[config.mk]
export PLATFORM = sky130hd
export DESIGN_NAME = sbox_serial
export DESIGN_NICKNAME = d
export VERILOG_FILES = /design/src/rtl/sbox_serial.sv
export SDC_FILE = /design/constraint.sdc
export NUM_CORES = 1
export LEC_CHECK = 0
export CAP_MARGIN = 20
export CORE_UTILIZATION = 40
export DETAILED_ROUTE_END_ITERATION = 12
export PLACE_DENSITY_LB_ADDON = 0.25
export SETUP_SLACK_MARGIN = 0.02
export SLEW_MARGIN = 10
export SYNTH_ARGS = -nofsm -noshare
export SYNTH_HDL_FRONTEND = slang
export SYNTH_SLANG_ARGS = --single-unit
export TNS_END_PERCENT = 5
[constraint.sdc]
create_clock -name clk -period 1.6 [get_ports clk]
set_clock_uncertainty 0.05 [all_clocks]
set_input_delay 0.32 -clock clk [delete_from_list [all_inputs] [get_ports clk]]
set_output_delay 0.32 -clock clk [all_outputs]
set_load 0.1 [all_outputs]
[src/rtl/sbox_serial.sv]
// Nibble-serial 4-bit S-box substitution layer.
// One word is accepted over valid/ready, substituted one nibble per clock,
// and presented over valid/ready. INV selects the inverse table.
module sbox_serial #(
  parameter int unsigned NIBBLES = 4,
  parameter bit          INV     = 1'b0
) (
  input  logic                   clk,
  input  logic                   rst_n,
  input  logic                   in_valid,
  output logic                   in_ready,
  input  logic [4*NIBBLES-1:0]   in_data,
  output logic                   out_valid,
  input  logic                   out_ready,
  output logic [4*NIBBLES-1:0]   out_data,
  output logic                   busy
);

  localparam int unsigned W  = 4 * NIBBLES;
  localparam int unsigned CW = (NIBBLES > 1) ? $clog2(NIBBLES) : 1;

  typedef enum logic [1:0] {
    IDLE = 2'd0,
    BUSY = 2'd1,
    DONE = 2'd2
  } state_t;

  state_t          state_q, state_d;
  logic [CW-1:0]   cnt_q;
  logic [W-1:0]    data_q;
  logic [W-1:0]    sub_word;
  logic            last_nib;

  function automatic logic [3:0] sbox(input logic [3:0] x);
    logic [3:0] y;
    if (!INV) begin
      case (x)
        4'h0: y = 4'h1;  4'h1: y = 4'h3;  4'h2: y = 4'h0;  4'h3: y = 4'h2;
        4'h4: y = 4'h7;  4'h5: y = 4'hE;  4'h6: y = 4'h4;  4'h7: y = 4'hD;
        4'h8: y = 4'h9;  4'h9: y = 4'hB;  4'hA: y = 4'hC;  4'hB: y = 4'h8;
        4'hC: y = 4'h5;  4'hD: y = 4'h6;  4'hE: y = 4'hF;  default: y = 4'hA;
      endcase
    end else begin
      case (x)
        4'h0: y = 4'h2;  4'h1: y = 4'h0;  4'h2: y = 4'h3;  4'h3: y = 4'h1;
        4'h4: y = 4'h6;  4'h5: y = 4'hC;  4'h6: y = 4'hD;  4'h7: y = 4'h4;
        4'h8: y = 4'hB;  4'h9: y = 4'h8;  4'hA: y = 4'hF;  4'hB: y = 4'h9;
        4'hC: y = 4'hA;  4'hD: y = 4'h7;  4'hE: y = 4'h5;  default: y = 4'hE;
      endcase
    end
    return y;
  endfunction

  assign last_nib = (cnt_q == CW'(NIBBLES - 1));

  // Word with only the nibble selected by cnt_q replaced by its substitution.
  always_comb begin
    sub_word = data_q;
    for (int unsigned k = 0; k < NIBBLES; k++) begin
      if (cnt_q == CW'(k)) begin
        sub_word[4*k +: 4] = sbox(data_q[4*k +: 4]);
      end
    end
  end

  // State register.
  always_ff @(posedge clk or negedge rst_n) begin
    if (!rst_n) begin
      state_q <= IDLE;
    end else begin
      state_q <= state_d;
    end
  end

  // Next-state logic.
  always_comb begin
    state_d = state_q;
    case (state_q)
      IDLE:    if (in_valid) state_d = BUSY;
      BUSY:    if (last_nib) state_d = DONE;
      DONE:    if (out_ready) state_d = IDLE;
      default: state_d = IDLE;
    endcase
  end

  // Data register and nibble counter.
  always_ff @(posedge clk or negedge rst_n) begin
    if (!rst_n) begin
      cnt_q  <= '0;
      data_q <= '0;
    end else begin
      case (state_q)
        IDLE: begin
          if (in_valid) begin
            data_q <= in_data;
            cnt_q  <= '0;
          end
        end
        BUSY: begin
          data_q <= sub_word;
          cnt_q  <= last_nib ? '0 : cnt_q + CW'(1);
        end
        default: ;
      endcase
    end
  end

  // in_ready is gated by rst_n so it reads low for the whole reset interval.
  assign in_ready  = rst_n && (state_q == IDLE);
  assign out_valid = (state_q == DONE);
  assign busy      = (state_q == BUSY);
  assign out_data  = data_q;

endmodule
## After elaboration in Yosys (flattened, before gate mapping)

Memories as Yosys holds them, arrays and structs flattened.
Cells that the tools add are included.

- Register bits after elaboration: 20
- Latch bits: 0
- RAM bits: 0
- Memory bits (read-only): 256
- Output and inout port bits: 19
- Word-level logic and storage cells: 45
- Memories: 4

- Add/subtract/negate cells: 1
- $mul: 0
- Divide/modulo/power cells: 0
- Order comparisons: 0
- Eq/ne operators: 11
- Shifts and indexed selects: 0
- Muxes and demuxes: 13
- Bitwise operators: 0
- Reductions and logical operators: 10

Memory list:

| memory | depth | bits a word | rd ports | clocked after memory_dff | write ports | RTL line | text |
|---|---|---|---|---|---|---|---|
| (no name shown) | 16 | 4 | 1 | 0 | 0 | 37 | `case (x)` |
| (no name shown) | 16 | 4 | 1 | 0 | 0 | 37 |  |
| (no name shown) | 16 | 4 | 1 | 0 | 0 | 37 |  |
| (no name shown) | 16 | 4 | 1 | 0 | 0 | 37 |  |

Operator list:

| operator | number |
|---|---|
| $pmux 16 s2 | 1 |
| $mux 16 | 1 |
| $mux 4 | 4 |
| $reduce_and 3->1 | 5 |
| $mux 2 | 5 |
| $ne 2x1->1 const B | 5 |
| $eq 2x2->1 const B | 3 |
| $pmux 2 s3 | 1 |
| $eq 2x1->1 const B | 2 |
| $logic_not 2->1 | 2 |
| $pmux 2 s2 | 1 |
| $add 2x1->2 const B | 1 |
| $ne 2x2->1 const B | 1 |
| $reduce_and 2->1 | 1 |
| $reduce_bool 2->1 | 1 |
| $logic_and 1x1->1 | 1 |

## Depth between registers and ports, before layout

Gate-level depths: netlist of run 1.

- Word-level depth: 3
- Mapped depth: 8

## Worst setup path before layout of run 1

OpenSTA, ideal clock, no wires.

- Kind: register to output
- Start point: register state_q[1]
- End point: output in_ready
- Data arrival time: 2,811 ps
- Path slack: -1,581 ps
- Cell stages (with the launch flop): 3
- Path buffers: 1
- Cells stage by stage: dfrtp_1 -> buf_2 -> nor3b_1

- Word-level cells in the longest chain between the ends: 2

Ends and longest elaborated chain:

| what | RTL line | text |
|---|---|---|
| from (decl) | 28 | `state_t state_q, state_d;` |
| from (signal assigned) | 71 | `state_q <= state_d;` |
| $logic_not 2->1 | 109 | `assign in_ready = rst_n && (state_q == IDLE);` |
| $logic_and 1x1->1 | 109 |  |
| to (decl) | 11 | `output logic in_ready,` |

No other way between the ends.

## Final worst setup path of run 1

- Start point: register state_q[0]
- End point: output in_ready

Same word-level chain as after synthesis.

==> results of run 1 <==
[Yosys cell counts (2+ instances only)]
| library cell | n |
|---|---|
| mux2_2 | 2 |
| buf_6 | 2 |
| clkbuf_1 | 3 |
| nor2_1 | 9 |
| a31oi_4 | 2 |
| mux2_1 | 5 |
| a21o_4 | 2 |
| o31a_1 | 2 |
| nand2b_1 | 3 |
| nor3_1 | 4 |
| inv_1 | 6 |
| a31oi_1 | 3 |
| o21ai_1 | 6 |
| o22ai_1 | 3 |
| nor2_2 | 2 |
| ha_1 | 4 |
| o21ai_0 | 10 |
| dfrtp_1 | 20 |
| buf_4 | 2 |
| o31ai_1 | 2 |
| a21oi_4 | 2 |
| nand2_1 | 27 |
| a21boi_0 | 2 |
| nand3_1 | 6 |
| a21oi_1 | 19 |
| buf_2 | 4 |
[flip-flops by register name, summed over array words and instances, names as in the netlist]
signal and count:
out_data 16, cnt_q 2, state_q 2
[routing by layer]
| metal | vias to the layer above | global-route usage | share of wire |
|---|---|---|---|
| met5 | - | 0 | 0 |
| met4 | 0 | 0.08889 | 0.013 |
| met3 | 4 | 0.02692 | 0.052 |
| met2 | 39 | 0.3656 | 0.52 |
| met1 | 682 | 0.2458 | 0.42 |
| li1 | 697 | - | - |
[cells by family after synthesis]
group           synth area share
compound gates            0.3103
simple gates              0.1753
flops                     0.3506
buf+inv                  0.06660
mux                      0.06222
fa+ha+maj                0.03506
[timing repair]
action,in CTS,in global routing
hold buffers,0,0
pin swaps,1,1
resized for setup,3,6
endpoints found under the setup margin,6,13
buffers inserted,4,1
[per-stage QoR]
step	worst slack, ns	area (um2)	util	TNS [ns]	std cells
CTS	-0.06833	2217	0.6541	-0.2126	263
finish	-0.05352	2251	0.6641	-0.08384	264
global route	-0.09423	2251	0.6641	-0.3029	264
global placement	-0.2104	2125	0.6268	-1.388	255
detailed placement	-0.2633	2125	0.6268	-1.833	255
floorplan	-0.2784	1453	-	-2.263	167
[worst reg2reg max path, stage by stage (launching register included)]
cell	delay, ns
dfrtp_2	0.44
buf_4	0.14
nand2b_4	0.18
a21o_4	0.24
a31oi_4	0.14
mux2_1	0.33
[area by class of cell]
| cell class | count | area, um2 | area share |
|---|---|---|---|
| Inverter | 7 | 28.78 | 0.01278 |
| Tap cell | 46 | 57.56 | 0.02557 |
| Clock inverter | 1 | 30.03 | 0.01334 |
| Multi-Input combinational cell | 129 | 868.3 | 0.3858 |
| Sequential cell | 20 | 508.0 | 0.2257 |
| Timing Repair Buffer | 58 | 735.7 | 0.3268 |
| Clock buffer | 3 | 22.52 | 0.01001 |
[worst max-delay path by stage]
stage / startpoint / end / slack [ns]
after floorplan: out_data[2] / out_data[0] / -0.28
final: state_q[0] / in_ready / -0.05
after global placement: in_valid / out_data[12] / -0.21
after global routing: state_q[0] / in_ready / -0.09
after detailed placement: in_valid / out_data[12] / -0.26
after CTS: state_q[0] / in_ready / -0.07
==> results.ini, run 1 <==
[status]
status=finished, violations left
failed_checks=setup timing

[setup_path]
path_class=register to output pin
cp_slowest_stage_delay_ns=0.44
cp_num_buf_inv=2
crit_chain=buf_6, nor3b_4, buf_12
r2r-end=out_data[12]
path_max_fanout=3
rrSetupSlack_ns=-0.03
r2r_start=state_q[0]
crit_slowest_cell=dfrtp_2
endpoint_kind=output pin
cp.arrival_ns=1.28
cp.required_ns=1.23
rr_worst_depth=5
startpoint_type=register
cpLargestDelayFamily=flip-flops
path_depth=3

[global_route]
grt.overflow.total=0
grt_pass1_wl_um=5747
track_usage=0.2045
grt_pass1_vias=1348
antenna_found_initial=0
grt_max_degree=21

[final_layout]
drive_gt1_frac=0.3028
final_nets=243
synthToLayoutAreaGrowth_pct=57.67
final_cell_mix=nand2_1, a21oi_1, clkdlybuf4s50_1, buf_12, buf_4
diodes=0
final_common_cell=nand2_1
nFillCells=271

[clock_tree]
clkLatencyLatePin_ns=0.31
clockBufferDepth=2
clock-root-buffer=clkbuf_4
clk_pin_slew_ns=0.13
numCtsBuffers=3
cts_num_sinks=20
cts_tree=done
cts_max_level=1

[worst_hold_path]
hp-class=primary input to async pin

[die]
initial_core_util=0.4212
ios=39
die_h_um=61.74
dieWidth_um=61.74
core_region_area_mm2=0.003390
dieArea_mm2=0.003812
row_count=21

[sta]
slew_headroom=0.7599
worst_pin_slew_ns=0.3602
setup_slack_ns=-0.05352
fin_crit_ns=1.654
final_hold_viol_count=0
fin_hold_ws_ns=0.3282
finalCritPeriodShare=1.033
slew_violations=0
rsz0062_at_grt=true
setup_viol=2
fmaxAchievable_mhz=604.8

[synth]
synth_area_per_cell_um2=8.549
synth-edff-count=0
synth_flop_cell=dfrtp_1
syn_inst=167
synth_cell_types=41
synth_top_cell_by_area=dfrtp_1
synth_area_mm2=0.001428
ys_seq_area_frac=0.3506
synth_top_area_share=0.3506
synth_area_leaders=dfrtp_1, nand2_1, a21oi_1
yosysWarnings=0
ys_async_sr_fraction=1.000
syn_nets=191
synth_seq_cells=20

[routing]
wirelength_um=3593
via_per_inst=5.386
first_pass_iters=4
drc=0
antenna_left=0
drt_iter0_markers=118
dr_total_vias=1422
wl_per_cell_um=13.61

[placement]
portBuffers=38
gp_congestion=0.8392
dpl.hpwl_um=2569

[run]
drv_cap=0

Power of run 1 is not shown: default switching activity piles up to over one toggle a cycle in this logic, so the estimate is an artifact.
==> run 2: changes to the inputs <==
GPL_ROUTABILITY_DRIVEN = 0   (was unset)
==> results of run 2 <==
Same layout as run 1: the final DEF is identical, and so are final timing and power.
Power of run 2 is left out for the same reason.
==> run 3: changes to the inputs <==
clock period = 1.8 ns   (was 1.6 ns; I/O delays follow)
==> results.ini, run 3 (synthesis gave the netlist of run 1 again) <==
[routing]
wirelength_um=3546  ; -1.3%
antenna_left=0  ; unchanged
drc=0  ; unchanged
drt_iter0_markers=69  ; -42%
via_per_inst=5.308  ; -1.5%
dr_total_vias=1380  ; -3.0%
wl_per_cell_um=13.64  ; +0.21%
first_pass_iters=4  ; unchanged

[sta]
finalCritPeriodShare=0.9514
setup_viol=0  ; -2
rsz0062_at_grt=false
fin_crit_ns=1.712
final_hold_viol_count=0  ; unchanged
slew_headroom=0.7623  ; +0.002438
slew_violations=0  ; unchanged
fmaxAchievable_mhz=584.0
worst_pin_slew_ns=0.3565  ; -0.003657 ns
setup_slack_ns=0.08755  ; +0.1411 ns

[final_layout]
largest_reg_flops=16  ; unchanged
final_nets=239  ; -1.6%
drive_gt1_frac=0.2664  ; -0.03640
diodes=0  ; unchanged
final_common_cell=nand2_1
nFillCells=272  ; +0.37%
design_area_mm2=0.002193  ; -2.6%
synthToLayoutAreaGrowth_pct=53.64
final_cells=260  ; -1.5%
final_cell_mix=nand2_1, a21oi_1, clkdlybuf4s50_1, buf_12, dfrtp_1

[placement]
place_area_mm2=0.002107  ; -0.82%
preCtsSetupSlack_ns=-0.07244  ; +0.1909 ns
portBuffers=38  ; unchanged
dpl.hpwl_um=2519  ; -1.9%
place_inst=253  ; -0.78%

[clock_tree]
numCtsBuffers=3  ; unchanged
clkLatencyLatePin_ns=0.30  ; about the same
clockBufferDepth=2  ; unchanged
cts_num_sinks=20  ; unchanged
clock-root-buffer=clkbuf_4
clk_pin_slew_ns=0.12  ; about the same
cts_max_level=1  ; unchanged
cts_tree=done

[setup_path]
path_max_fanout=4  ; +1
cp.required_ns=1.39  ; +0.16 ns
cp.arrival_ns=1.30  ; +0.02 ns
path_class=register to output pin
rr_worst_depth=6  ; +1
startpoint_type=register
r2r_start=state_q[0]
crit_start=state_q[0]
endpoint_kind=output pin

[die]
die_h_um=61.74  ; unchanged
initial_core_util=0.4212  ; unchanged
core_region_area_mm2=0.003390  ; unchanged
dieWidth_um=61.74  ; unchanged
row_count=21  ; unchanged
ios=39  ; unchanged
dieArea_mm2=0.003812  ; unchanged

[global_route]
grt_max_degree=21  ; unchanged
grt.overflow.total=0  ; unchanged
grt_pass1_vias=1321  ; -2.0%
antenna_found_initial=0  ; unchanged
grt_pass1_wl_um=5671  ; -1.3%
track_usage=0.2031  ; -0.001400

[status]
status=finished, final reports clean

[run]
drv_cap=0  ; unchanged

[worst_hold_path]
hp-class=primary input to async pin

run 3: path summary, 6_finish.rpt:
check | to | slack [ns]
worst max register to register | out_data[4] | 0.16
max in group asynchronous | out_data[10] | 1.08
worst min-delay path | out_data[6] | 0.39
worst max-delay path | in_ready | 0.09
min in group clk | cnt_q[0] | 0.51
worst min register to register | cnt_q[0] | 0.51
run 3: worst max-delay path, stage by stage, from the launching register on:
cell and delay (ns):
dfrtp_2 0.45, buf_6 0.13, nor3b_4 0.22, buf_12 0.20
run 3: cell type report:
class	instances	area, um2	area share
clock buffers	3	22.52	0.01027
clock inverters	1	30.03	0.01369
inverters	7	28.78	0.01312
multi-input cells	129	850.8	0.3879
flip-flops and latches	20	505.5	0.2305
well taps	46	57.56	0.02624
repair buffers	54	698.2	0.3183
run 3: routing by layer:
metal / track usage / vias to the layer above / wire length [um]
met2: 0.3733 / 35 / 1862
met5: 0 / - / 0
li1: - / 690 / -
met1: 0.2390 / 651 / 1506
met3: 0.02692 / 4 / 135
met4: 0.07937 / 0 / 41
run 3: timing repair:
action / in CTS / in global routing
hold buffers: 0 / 0
gates resized for setup: 2 / 2
endpoints found under the setup margin: 2 / 2
hold endpoints to repair: 0 / 0
pin swaps: 0 / 1
setup buffers: 2 / 1
run 3: per-stage QoR:
step	hold slack (ns)	util	TNS [ns]
floorplan	0.01441	-	-0.3479
global placement	0.4802	0.6216	-0.1174
detailed placement	0.4904	0.6216	-0.1905
CTS	0.3821	0.6427	0
global route	0.3839	0.6471	0
finish	0.3899	0.6471	0
Power of run 3 is left out for the same reason.
